[config.mk]
export PLATFORM = sky130hd
export DESIGN_NAME = i2c_target_rx
export DESIGN_NICKNAME = d
export VERILOG_FILES = /design/src/rtl/i2c_pkg.sv /design/src/rtl/i2c_bus_sync.sv /design/src/rtl/i2c_target_rx.sv
export SDC_FILE = /design/constraint.sdc
export NUM_CORES = 1
export LEC_CHECK = 0
export CAP_MARGIN = 20
export CORE_MARGIN = 2
export CORE_UTILIZATION = 30
export CTS_CLUSTER_DIAMETER = 60
export CTS_CLUSTER_SIZE = 12
export DETAILED_ROUTE_END_ITERATION = 8
export RECOVER_POWER = 50
export REMOVE_ABC_BUFFERS = 1
export SYNTH_ARGS = -nofsm -noshare
export SYNTH_HDL_FRONTEND = slang
export SYNTH_SLANG_ARGS = --single-unit
export TNS_END_PERCENT = 50
[constraint.sdc]
create_clock -name clk -period 2 [get_ports clk]
set_input_delay 0.3 -clock clk [delete_from_list [all_inputs] [get_ports clk]]
set_output_delay 0.3 -clock clk [all_outputs]
set_load 0.02 [all_outputs]
[src/rtl/i2c_pkg.sv]
// Shared I2C definitions for the target receiver and the existing i2c_master.
// Holds bus constants, the target FSM state type and small helpers.
package i2c_pkg;

    localparam int   I2C_ADDR_W   = 7;
    localparam int   I2C_BYTE_W   = 8;
    localparam logic I2C_ACK      = 1'b0;
    localparam logic I2C_NACK     = 1'b1;
    localparam logic I2C_RW_WRITE = 1'b0;

    typedef enum logic [2:0] {
        IDLE,
        ADDR,
        ADDR_ACK,
        DATA,
        DATA_ACK,
        IGNORE
    } i2c_state_e;

    function automatic logic i2c_maj3(input logic [2:0] s);
        return (s[0] & s[1]) | (s[0] & s[2]) | (s[1] & s[2]);
    endfunction

endpackage

[src/rtl/i2c_bus_sync.sv]
// Synchronises scl/sda, detects scl edges and START/STOP conditions.
// Define I2C_TGT_GLITCH_FILT_EN to add a 3-sample majority filter (+2 clk latency).
module i2c_bus_sync
    import i2c_pkg::*;
#(
    parameter int SYNC_STAGES = 2
) (
    input  logic clk,
    input  logic rst,
    input  logic scl_i,
    input  logic sda_i,
    output logic sda_s,
    output logic scl_rise,
    output logic scl_fall,
    output logic start_det,
    output logic stop_det
);

    logic [SYNC_STAGES-1:0] scl_sync_q, scl_sync_d;
    logic [SYNC_STAGES-1:0] sda_sync_q, sda_sync_d;
    logic                   scl_prev_q, scl_prev_d;
    logic                   sda_prev_q, sda_prev_d;
    logic                   scl_s;

    always_comb begin
        scl_sync_d = {scl_sync_q[SYNC_STAGES-2:0], scl_i};
        sda_sync_d = {sda_sync_q[SYNC_STAGES-2:0], sda_i};
    end

    // Idle bus level is high, so reset to 1 to avoid a false edge on exit.
    always_ff @(posedge clk or posedge rst) begin
        if (rst) begin
            scl_sync_q <= '1;
            sda_sync_q <= '1;
        end else begin
            scl_sync_q <= scl_sync_d;
            sda_sync_q <= sda_sync_d;
        end
    end

`ifdef I2C_TGT_GLITCH_FILT_EN
    logic [2:0] scl_hist_q, scl_hist_d;
    logic [2:0] sda_hist_q, sda_hist_d;

    always_comb begin
        scl_hist_d = {scl_hist_q[1:0], scl_sync_q[SYNC_STAGES-1]};
        sda_hist_d = {sda_hist_q[1:0], sda_sync_q[SYNC_STAGES-1]};
    end

    always_ff @(posedge clk or posedge rst) begin
        if (rst) begin
            scl_hist_q <= 3'b111;
            sda_hist_q <= 3'b111;
        end else begin
            scl_hist_q <= scl_hist_d;
            sda_hist_q <= sda_hist_d;
        end
    end

    // Majority over three registered samples: a level change needs two agreeing samples.
    assign scl_s = i2c_maj3(scl_hist_q);
    assign sda_s = i2c_maj3(sda_hist_q);
`else
    assign scl_s = scl_sync_q[SYNC_STAGES-1];
    assign sda_s = sda_sync_q[SYNC_STAGES-1];
`endif

    always_comb begin
        scl_prev_d = scl_s;
        sda_prev_d = sda_s;
    end

    always_ff @(posedge clk or posedge rst) begin
        if (rst) begin
            scl_prev_q <= 1'b1;
            sda_prev_q <= 1'b1;
        end else begin
            scl_prev_q <= scl_prev_d;
            sda_prev_q <= sda_prev_d;
        end
    end

    assign scl_rise  = scl_s & ~scl_prev_q;
    assign scl_fall  = ~scl_s & scl_prev_q;
    // scl must be high in both samples so a same-cycle scl edge never reads as START/STOP.
    assign start_det = scl_s & scl_prev_q & sda_prev_q & ~sda_s;
    assign stop_det  = scl_s & scl_prev_q & ~sda_prev_q & sda_s;

endmodule

[src/rtl/i2c_target_rx.sv]
// Write-only I2C target: matches TGT_ADDR, ACKs bytes, hands data to local logic.
// Optional I2C_TGT_GLITCH_FILT_EN enables the input glitch filter in i2c_bus_sync.
module i2c_target_rx
    import i2c_pkg::*;
#(
    parameter logic [I2C_ADDR_W-1:0] TGT_ADDR    = 7'h42,
    parameter int                    SYNC_STAGES = 2
) (
    input  logic                  clk,
    input  logic                  rst,
    input  logic                  scl_i,
    input  logic                  sda_i,
    output logic                  sda_oe,
    input  logic                  rx_ready,
    output logic [I2C_BYTE_W-1:0] rx_data,
    output logic                  rx_valid,
    output logic                  rx_first,
    output logic                  busy,
    output logic                  nack_sent
);

    logic sda_s, scl_rise, scl_fall, start_det, stop_det;

    i2c_bus_sync #(
        .SYNC_STAGES(SYNC_STAGES)
    ) u_sync (
        .clk      (clk),
        .rst      (rst),
        .scl_i    (scl_i),
        .sda_i    (sda_i),
        .sda_s    (sda_s),
        .scl_rise (scl_rise),
        .scl_fall (scl_fall),
        .start_det(start_det),
        .stop_det (stop_det)
    );

    i2c_state_e            state_q, state_d;
    logic [3:0]            bit_cnt_q, bit_cnt_d;
    logic [I2C_BYTE_W-1:0] shift_q, shift_d;
    logic                  sda_oe_q, sda_oe_d;
    logic [I2C_BYTE_W-1:0] rx_data_q, rx_data_d;
    logic                  rx_valid_q, rx_valid_d;
    logic                  rx_first_q, rx_first_d;
    logic                  busy_q, busy_d;
    logic                  nack_q, nack_d;
    logic                  first_q, first_d;
    logic                  deliver_q, deliver_d;
    logic                  ack_bit;

    always_comb begin
        state_d    = state_q;
        bit_cnt_d  = bit_cnt_q;
        shift_d    = shift_q;
        sda_oe_d   = sda_oe_q;
        rx_data_d  = rx_data_q;
        rx_valid_d = 1'b0;
        rx_first_d = 1'b0;
        busy_d     = busy_q;
        nack_d     = nack_q;
        first_d    = first_q;
        deliver_d  = 1'b0;
        ack_bit    = I2C_NACK;

        // Byte hand-off trails the ACK decision by one cycle.
        if (deliver_q) begin
            rx_valid_d = 1'b1;
            rx_data_d  = shift_q;
            rx_first_d = first_q;
            first_d    = 1'b0;
        end

        if (start_det) begin
            state_d   = ADDR;
            bit_cnt_d = 4'd0;
            sda_oe_d  = 1'b0;
            busy_d    = 1'b1;
            nack_d    = 1'b0;
        end else if (stop_det) begin
            state_d  = IDLE;
            busy_d   = 1'b0;
            sda_oe_d = 1'b0;
        end else begin
            unique case (state_q)
                IDLE: begin
                    sda_oe_d = 1'b0;
                end
                ADDR: begin
                    if (scl_rise && bit_cnt_q != 4'd8) begin
                        shift_d   = {shift_q[I2C_BYTE_W-2:0], sda_s};
                        bit_cnt_d = bit_cnt_q + 4'd1;
                    end else if (scl_fall && bit_cnt_q == 4'd8) begin
                        if (shift_q[I2C_BYTE_W-1:1] == TGT_ADDR && shift_q[0] == I2C_RW_WRITE)
                            ack_bit = I2C_ACK;
                        sda_oe_d = (ack_bit == I2C_ACK);
                        if (ack_bit == I2C_ACK) begin
                            state_d = ADDR_ACK;
                            first_d = 1'b1;
                        end else begin
                            state_d = IGNORE;
                            // A read to our address is refused; other addresses are just not ours.
                            if (shift_q[I2C_BYTE_W-1:1] == TGT_ADDR)
                                nack_d = 1'b1;
                        end
                    end
                end
                DATA: begin
                    if (scl_rise && bit_cnt_q != 4'd8) begin
                        shift_d   = {shift_q[I2C_BYTE_W-2:0], sda_s};
                        bit_cnt_d = bit_cnt_q + 4'd1;
                    end else if (scl_fall && bit_cnt_q == 4'd8) begin
                        ack_bit  = rx_ready ? I2C_ACK : I2C_NACK;
                        sda_oe_d = (ack_bit == I2C_ACK);
                        if (ack_bit == I2C_ACK) begin
                            state_d   = DATA_ACK;
                            deliver_d = 1'b1;
                        end else begin
                            state_d = IGNORE;
                            nack_d  = 1'b1;
                        end
                    end
                end
                ADDR_ACK, DATA_ACK: begin
                    // Hold sda low through the whole ACK clock, release at its falling edge.
                    if (scl_fall) begin
                        sda_oe_d  = 1'b0;
                        state_d   = DATA;
                        bit_cnt_d = 4'd0;
                    end
                end
                IGNORE: begin
                    sda_oe_d = 1'b0;
                end
                default: begin
                    state_d  = IDLE;
                    sda_oe_d = 1'b0;
                end
            endcase
        end
    end

    always_ff @(posedge clk or posedge rst) begin
        if (rst) begin
            state_q    <= IDLE;
            bit_cnt_q  <= 4'd0;
            shift_q    <= '0;
            sda_oe_q   <= 1'b0;
            rx_data_q  <= '0;
            rx_valid_q <= 1'b0;
            rx_first_q <= 1'b0;
            busy_q     <= 1'b0;
            nack_q     <= 1'b0;
            first_q    <= 1'b0;
            deliver_q  <= 1'b0;
        end else begin
            state_q    <= state_d;
            bit_cnt_q  <= bit_cnt_d;
            shift_q    <= shift_d;
            sda_oe_q   <= sda_oe_d;
            rx_data_q  <= rx_data_d;
            rx_valid_q <= rx_valid_d;
            rx_first_q <= rx_first_d;
            busy_q     <= busy_d;
            nack_q     <= nack_d;
            first_q    <= first_d;
            deliver_q  <= deliver_d;
        end
    end

    assign sda_oe    = sda_oe_q;
    assign rx_data   = rx_data_q;
    assign rx_valid  = rx_valid_q;
    assign rx_first  = rx_first_q;
    assign busy      = busy_q;
    assign nack_sent = nack_q;

endmodule

==> results.cfg <==
[clocking]
clk_latency_ps = 280
clk_path_buf_depth = 2
postCtsSetupBuffers = 0
clock_sinks = 36
htree_levels = 2
cts_tree = built
hold_buffers = 0
root_buffer = clkbuf_8
cts_made_buffers = 5
path_clk_slew_ps = 70
cts_resized = 0

[synth]
yosys-top-cells-count = dfrtp_1, mux2_2, mux2_1
syn_area_sq_um = 1630
synth.avg_cell_area_sq_um = 12.2
ys_warn_count = 0
yosysSeqAreaShare_pct = 55.7
yosys.area.top_type_share_pct = 46.0
synthTopCellsByArea = dfrtp_1, dfstp_2, mux2_2
yosysTopAreaCell = dfrtp_1
synthCells = 134
synthDistinctLibCells = 40
synth_edf_count = 0
synth_most_common_cell = dfrtp_1
ys_seq_elements = 36
synthArstFlopShare_pct = 100
synth_flop_cell = dfrtp_1

[place]
gp_congestion = 0.798
dp_hpwl_microns = 2270
place_inst = 220
io_buffers = 17

[status]
status = completed

[setup_path]
path_buf_inv = 0
cp.required_ps = 2170
crit_type = flop to flop
critPathMaxFanout = 8
cpPeakStageDelay_ps = 580
critPathArrivalTime_ps = 1980
r2r_end = bit_cnt_q[2]
reg2reg_depth = 4
startpoint_type = flop
critical_path.cell_chain = nor3b_1 -> a21oi_1 -> mux2_2 -> a21o_1
crit_slowest_cell = dfstp_2
r2r_start = u_sync.scl_prev_q
r2r_setup_slack_ps = 190
crit_family = flip-flops
endpoint_kind = flop

[job]
maxCapViolCount = 0

[cells_and_area]
fin_util_pct = 38.3
nets = 164
num_antenna_cells = 0
syn_to_final_growth_pct = 21.4
final_cells = 228
drive_above_1_share_pct = 16.5

[sta]
tightest_slew_ps = 1140
final_hold_viol_count = 0
finClkSkew_ps = 9.11
finalCritPeriodShare_pct = 90.5
maxSlewViolCount = 0
final.setup.tns_ps = 0
rsz0062_at_grt = no
finalSetupViolations = 0
fin_crit_ps = 1810
max_freq_mhz = 552
maxSlewHeadroom_pct = 24.3
hold_ws_ps = 362

[drt]
avgViaCountPerCell = 4.85
drc = 0
ant_nets = 0
vias = 1105
initialDrtViolationCount = 86
detail_route.first_pass.iterations = 4
wirelength_microns = 3100
wl_per_cell_microns = 13.6

[pwr]
power.total_mw = 2.09
vdd_ir_drop_max_mv = 0.288
p_leak_nw = 0.846
p_per_area_nw_per_um2 = 1060

[grt]
grt_pass1_wl_microns = 5620
antenna_found_initial = 0
grt_pass1_vias = 1164
grt_overflow = 0
grt_use_total_pct = 11.9
grt_max_degree = 23

[floorplan]
rows = 26
core_sq_um = 5170
die_h_microns = 77.7
die-area_sq_um = 6040
die_w_microns = 77.7
initial_core_util_pct = 31.5
io-pin-count = 18

[min_path]
min-delay-path-class = flop to flop
whs_endpoint = u_sync.scl_sync_q[1]
holdPathStages = 0
hold_start = u_sync.scl_sync_q[0]
==> worst max path at each step <==
| stage | start | to | slack [ps] | cells after the start |
|---|---|---|---|---|
| after detailed placement | shift_q[6] | state_q[0] | 200 | 4 |
| final | u_sync.scl_prev_q | bit_cnt_q[2] | 190 | 4 |
| after global routing | u_sync.scl_prev_q | bit_cnt_q[2] | 70 | 4 |
| after CTS | u_sync.scl_prev_q | bit_cnt_q[2] | 190 | 4 |
| after global placement | shift_q[6] | state_q[0] | 260 | 4 |
| after floorplan | bit_cnt_q[0] | bit_cnt_q[2] | 260 | 6 |
==> cells in the final DEF, fill, tap and decap left out, types with 4 or more instances in the layout <==
| cell | count |
|---|---|
| dfrtp_1 | 30 |
| clkdlybuf4s50_1 | 14 |
| mux2_2 | 10 |
| mux2_1 | 8 |
| nand3_1 | 7 |
| nor2_1 | 7 |
| inv_1 | 7 |
| a21oi_1 | 6 |
| clkbuf_8 | 6 |
| nand2b_1 | 4 |
| clkbuf_1 | 4 |
| dfstp_2 | 4 |
==> layout make-up <==
type | count | area, sq um
flip-flops and latches | 36 | 908
fillers | 502 | 3190
well taps | 70 | 87.6
repair buffers | 21 | 193
multi-input cells | 86 | 676
inverters | 7 | 26.3
clock buffers | 8 | 90.1
==> worst register-to-register path, cell delays in order (launching register included) <==
cell and delay (ps):
dfstp_2 580, nor3b_1 400, a21oi_1 220, mux2_2 310, a21o_1 180
==> per-stage QoR <==
step | area (sq um) | worst slack [ps]
6_report | 1980 | 190
5_1_grt | 1980 | 69.7
4_1_cts | 1990 | 195
3_5_place_dp | 1900 | 205
3_3_place_gp | 1900 | 256
2_1_floorplan | 1610 | 261
==> metal layers <==
layer / vias up / track usage, % / part of all wire (%)
met1: 558 / 15.7 / 47
met2: 16 / 17.5 / 47
li1: 524 / - / -
met5: - / 0 / 0
met4: 0 / 7.32 / 2.5
met3: 7 / 2.79 / 3.3
==> registers in the layout, indices dropped and copies added (netlist names), 2 cells and up <==
signal,flops
u_sync.scl_sync_q,2
state_q,3
rx_data,8
shift_q,8
u_sync.sda_sync_q,2
bit_cnt_q,4
==> where the power goes <==
group | switching [mW] | internal [mW]
Sequential | 0.163 | 0.880
Combinational | 0.258 | 0.271
Clock | 0.240 | 0.281
==> cell families (layout without fill, tap and decap cells) <==
kind of cell	Yosys count	in the layout	share of synthesized area [%]
AO/OA/AOI/OAI	23	23	10.4
XOR/XNOR	2	2	1.07
adder cells (fa/ha/maj)	2	2	1.53
buffers and inverters	12	36	2.91
flip-flops	36	36	55.7
multiplexers	19	19	13.0
AND/OR/NAND/NOR	40	40	15.4
Power figures use the tool's default switching activity.
==> patch 1, RTL diff (same settings) <==
Build with the macro `I2C_TGT_GLITCH_FILT_EN` defined.
--- a/src/rtl/i2c_bus_sync.sv
+++ b/src/rtl/i2c_bus_sync.sv
@@ -2,2 +2,4 @@
 // Define I2C_TGT_GLITCH_FILT_EN to add a 3-sample majority filter (+2 clk latency).
+`define I2C_TGT_GLITCH_FILT_EN
+
 module i2c_bus_sync
Formal check against the unedited RTL: not equivalent (a bounded check fails within 4 cycles, from zero or initial values and one cycle with rst high).
==> patch 1 against the unedited design <==
  * Power rose by 14%
  * Global-route usage decreased by 0.75 points
  * Area after synthesis is 8.0% higher
  * Clock power rose by 8.8%
  * Count of clock-buffer cells in the layout shrank 2
  * First-iteration DRC count shrank 3.5%
  * Setup slack improved by 21 ps
  * Routed wire length grew 2.8%
  * Critical path depth up 3
  * Combinational power is 22% higher
  * Design area increased by 7.8%
  * Clock skew down 1.5 ps
  * Sequential cell count grew 6
==> patch 1: results (changes against the unedited design) <==
[placed_design]
dp_hpwl_um=2220  ; -2.1%
post-place-ws_ps=246  ; +41.4 ps
placed_area_um2=2040  ; +7.6%
dp.cells=228  ; +3.6%
gp_congestion=0.913  ; +14%

[synthesis]
synth_xor_xnor_area_share_pct=1.49  ; +0.42 points
synth_mux_area_share_pct=12.0  ; -1.0 points
synth_common_cells=dfrtp_1 (30), mux2_2 (17), dfstp_2 (12)
seq_area_frac_synth_pct=60.5  ; +4.8 points
synthAdderAreaFrac_pct=2.70  ; +1.2 points
synthCells=140  ; +4.5%
yosysUniqueCellTypes=35  ; -13%

[grt]
grt_pass1_wl_um=5580  ; -0.85%
gr-usage-met2_pct=18.2  ; +0.67 points
grt_pass1_vias=1197  ; +2.8%
grt.total_usage_pct=11.1  ; -0.75 points
grt_use_met1_pct=14.1  ; -1.6 points
met3_usage_pct=3.71  ; +0.92 points
grt_max_degree=43  ; +87%

[critical_path]
max_stage_delay_ps=400  ; -180 ps
critical_path.max_fanout=10  ; +2
critical_path.slowest_cell=dfrtp_1

[drt]
viasPerCell=4.81  ; -0.77%
drt_iter0_markers=83  ; -3.5%
wl_um=3180  ; +2.8%

[finish]
regArea_um2=1070  ; +17%
num-fill-cells=529  ; +5.4%
finalNonFillerCells=236  ; +3.5%
final_nets=170  ; +3.7%

[timing]
clock_skew_ps=7.58  ; -1.53 ps
relSlewSlack_pct=32.0  ; +7.7 points

[clock_tree]
postCtsSetupRepairBufs=0  ; unchanged

[power]
p_leak_nw=0.922  ; +9.0%
swShare_pct=31.6  ; about the same
ir_drop_v=0.000506  ; +76%

[status]
outcome=finished, final reports clean

==> patch 1: changes by cell type after synthesis, sizes merged, moves of 3 or more <==
cell    delta
nor2       +3
o21bai     +3
and2       +3
xnor2      +3
dfstp      +6
nand3      -3
==> patch 1: final timing paths <==
check,startpoint,endpoint,slack [ps],cells after the start
max,bit_cnt_q[0],shift_q[7],210,7
min,u_sync.sda_sync_q[0],u_sync.sda_sync_q[1],360,0
max reg2reg,bit_cnt_q[0],shift_q[7],210,7
min reg2reg,u_sync.sda_sync_q[0],u_sync.sda_sync_q[1],360,0
max in group asynchronous,rst,rx_data[5],610,3
min in group asynchronous,rst,deliver_q,770,3
==> patch 1: logic make-up (layout without fill, tap and decap cells) <==
group / count (synthesis) / in the layout
fa+ha+maj: 4 / 4
mux: 19 / 19
buf+inv: 11 / 35
compound gates: 21 / 21
simple gates: 40 / 40
flops: 42 / 42
xor+xnor: 3 / 3
==> patch 1: layout make-up <==
type                            instances  area share, %
Timing Repair Buffer                   21           9.85
Tap cell                               72           4.22
Clock buffer                            6           3.87
Sequential cell                        42           49.9
Inverter                                6           1.06
Multi-Input combinational cell         87           30.5
Clock inverter                          2          0.586
==> patch 1: per-layer routing <==
metal	wire length, µm	part of all wire [%]
met4	35	1.1
met1	1470	46
met3	117	3.7
met2	1560	49
met5	0	0
==> patch 1: power by group through the flow <==
stage	clock, mW	combinational, mW	sequential (mW)
after CTS	0.588	0.650	1.18
after global placement	0	0.630	1.18
after global routing	0.624	0.725	1.21
final	0.567	0.645	1.18
after detailed placement	0	0.646	1.20
after floorplan	0	0.500	1.15
==> patch 1: critical path, delay by kind of cell (launching register included) <==
| family | cells | cell delay [ps] |
|---|---|---|
| flip-flops | 1 | 400 |
| AND/OR/NAND/NOR | 3 | 600 |
| buffers and inverters | 2 | 220 |
| adder cells (fa/ha/maj) | 1 | 180 |
| multiplexers | 1 | 260 |
==> patch 2, RTL diff (same settings) <==
Without the edit above. Take the reset off `shift_q` and `rx_data_q` and load them in a clocked block of their own.
--- a/src/rtl/i2c_target_rx.sv
+++ b/src/rtl/i2c_target_rx.sv
@@ -145,5 +145,3 @@
             bit_cnt_q  <= 4'd0;
-            shift_q    <= '0;
             sda_oe_q   <= 1'b0;
-            rx_data_q  <= '0;
             rx_valid_q <= 1'b0;
@@ -157,5 +155,3 @@
             bit_cnt_q  <= bit_cnt_d;
-            shift_q    <= shift_d;
             sda_oe_q   <= sda_oe_d;
-            rx_data_q  <= rx_data_d;
             rx_valid_q <= rx_valid_d;
@@ -167,2 +163,7 @@
         end
+    end
+
+    always_ff @(posedge clk) begin
+        shift_q   <= shift_d;
+        rx_data_q <= rx_data_d;
     end
Function: no difference found for any inputs over 10 cycles, from zero or initial values and one cycle with rst high; that may be too few to reach the edited logic, so the function may still have changed.
==> patch 2 against the unedited design <==
  * Critical path depth up 3
  * Hold slack improved by 0.57 ps
  * Setup slack worse by 120 ps
  * Die area fell by 7.1%
  * Power down 4.2%
  * Sequential cell count is the same
  * Synthesized cell count fell by 11%
  * Routed wire length fell by 13%
  * Design area down 3.0%
  * Area after synthesis decreased by 7.4%
  * Core utilization increased by 1.8 points
  * First-iteration DRC count shrank 43%
  * Sequential share of layout area is 5.6 points higher
  * Critical path type unchanged
==> patch 2: results (changes against the unedited design) <==
[status]
outcome=finished, final reports clean

[finish]
diodes=0  ; unchanged
final_nets=154  ; -6.1%
finalNonFillerCells=215  ; -5.7%
final_layout_size_suffix_gt1_share_pct=18.2  ; +1.8 points
post-route-util_pct=40.1  ; +1.8 points
num-fill-cells=461  ; -8.2%

[critical_path]
critical_path.slowest_cell=or4b_4
cp_top_family=simple AND/OR/NAND/NOR gates
arrival_ps=2140  ; +160 ps
critical_path.max_fanout=4  ; -4
max_stage_delay_ps=510  ; -70 ps

[drt]
viasPerCell=4.69  ; -3.3%
wire_per_inst_um=12.5  ; -8.3%
drt_iter0_markers=49  ; -43%
drt_first_pass_iters=4  ; unchanged
routed-wl-met2_um=1250  ; -15%
dr_wl_met3_um=159  ; +57%
topRoutingLayerUsed=met4
drt-met1-wl_um=1210  ; -16%

[grt]
grt.total_usage_pct=11.1  ; -0.75 points
antenna_found_initial=0  ; unchanged
grt_pass1_wl_um=4670  ; -17%
grt_pass1_vias=1033  ; -11%
grt_max_degree=21  ; -8.7%

[clock_tree]
htreeDepth=2  ; unchanged
cts-root-buf=clkbuf_8
numCtsBuffers=5  ; unchanged
clk_latency_ps=290
path_clk_slew_ps=70  ; about the same
cts_buffer_depth=2  ; unchanged
cts_resized=0  ; unchanged
postCtsSetupRepairBufs=0  ; unchanged

[placed_design]
post-place-ws_ps=38.7  ; -166 ps
gp_congestion=0.883  ; +11%
dp.cells=204  ; -7.3%
port_buffers=17  ; unchanged
placed_area_um2=1780  ; -6.3%
dp_hpwl_um=1960  ; -14%

[synthesis]
ys.flop_type=edfxtp_1
syn_area_per_cell_um2=12.7  ; +4.2%
seq_area_frac_synth_pct=65.5  ; +9.8 points
synth_common_cells=edfxtp_1 (16), dfrtp_1 (14), nand2_1 (7), nor2_1 (7)
synth_area_leaders=edfxtp_1 (32%), dfrtp_1 (23%), dfstp_2 (10%)
synth-edff-count=16  ; +16
yosysUniqueCellTypes=38  ; -5.0%
yosysWarnings=0  ; unchanged
synthArstFlopShare_pct=55.6  ; -44 points

[timing]
clock_skew_ps=6.74  ; -2.37 ps
relSlewSlack_pct=28.1  ; +3.8 points

[power]
ir_drop_v=0.000442  ; +54%
p_leak_nw=0.720  ; -15%

[min_path]
hp-class=flip-flop to flip-flop

## patch 2: final cells by class
type                    instances  area (µm²)  share of cell area [%]
inverters                       5        22.5                    1.17
well taps                      67        83.8                    4.36
flip-flops and latches         36         988                    51.5
repair buffers                 25         230                    12.0
clock inverters                 2        35.0                    1.82
clock buffers                   6        72.6                    3.78
multi-input cells              74         488                    25.4
## patch 2: per-layer routing
| metal | global-route usage (%) | up-vias |
|---|---|---|
| met3 | 4.02 | 9 |
| li1 | - | 487 |
| met4 | 4.17 | 0 |
| met2 | 18.6 | 32 |
| met5 | 0 | - |
| met1 | 13.2 | 480 |
## patch 2: worst paths after layout
path	start	end	slack, ps	depth (start not counted)
worst min-delay path	u_sync.scl_sync_q[0]	u_sync.scl_sync_q[1]	360	0
worst min register to register	u_sync.scl_sync_q[0]	u_sync.scl_sync_q[1]	360	0
max in group asynchronous	rst	busy	560	3
worst max-delay path	bit_cnt_q[1]	bit_cnt_q[3]	70	7
min in group asynchronous	rst	bit_cnt_q[0]	790	3
worst max register to register	bit_cnt_q[1]	bit_cnt_q[3]	70	7
## patch 2: power by group
| group | leakage (nW) | switching (mW) | internal (mW) |
|---|---|---|---|
| clock network | 0.0552 | 0.248 | 0.370 |
| logic | 0.270 | 0.212 | 0.224 |
| registers | 0.395 | 0.0889 | 0.862 |
## patch 2: kinds of logic (layout without fill, tap and decap cells)
kind of cell | after synthesis | count (layout) | share of synthesized area, %
xor gates and xnor gates | 2 | 2 | 1.16
buffers and inverters | 9 | 38 | 2.73
DFF | 36 | 36 | 65.5
muxes | 2 | 2 | 1.41
and+or+nand+nor | 47 | 47 | 18.9
adders and majority gates | 2 | 2 | 1.66
AOI/OAI and AO/OA | 21 | 21 | 8.70
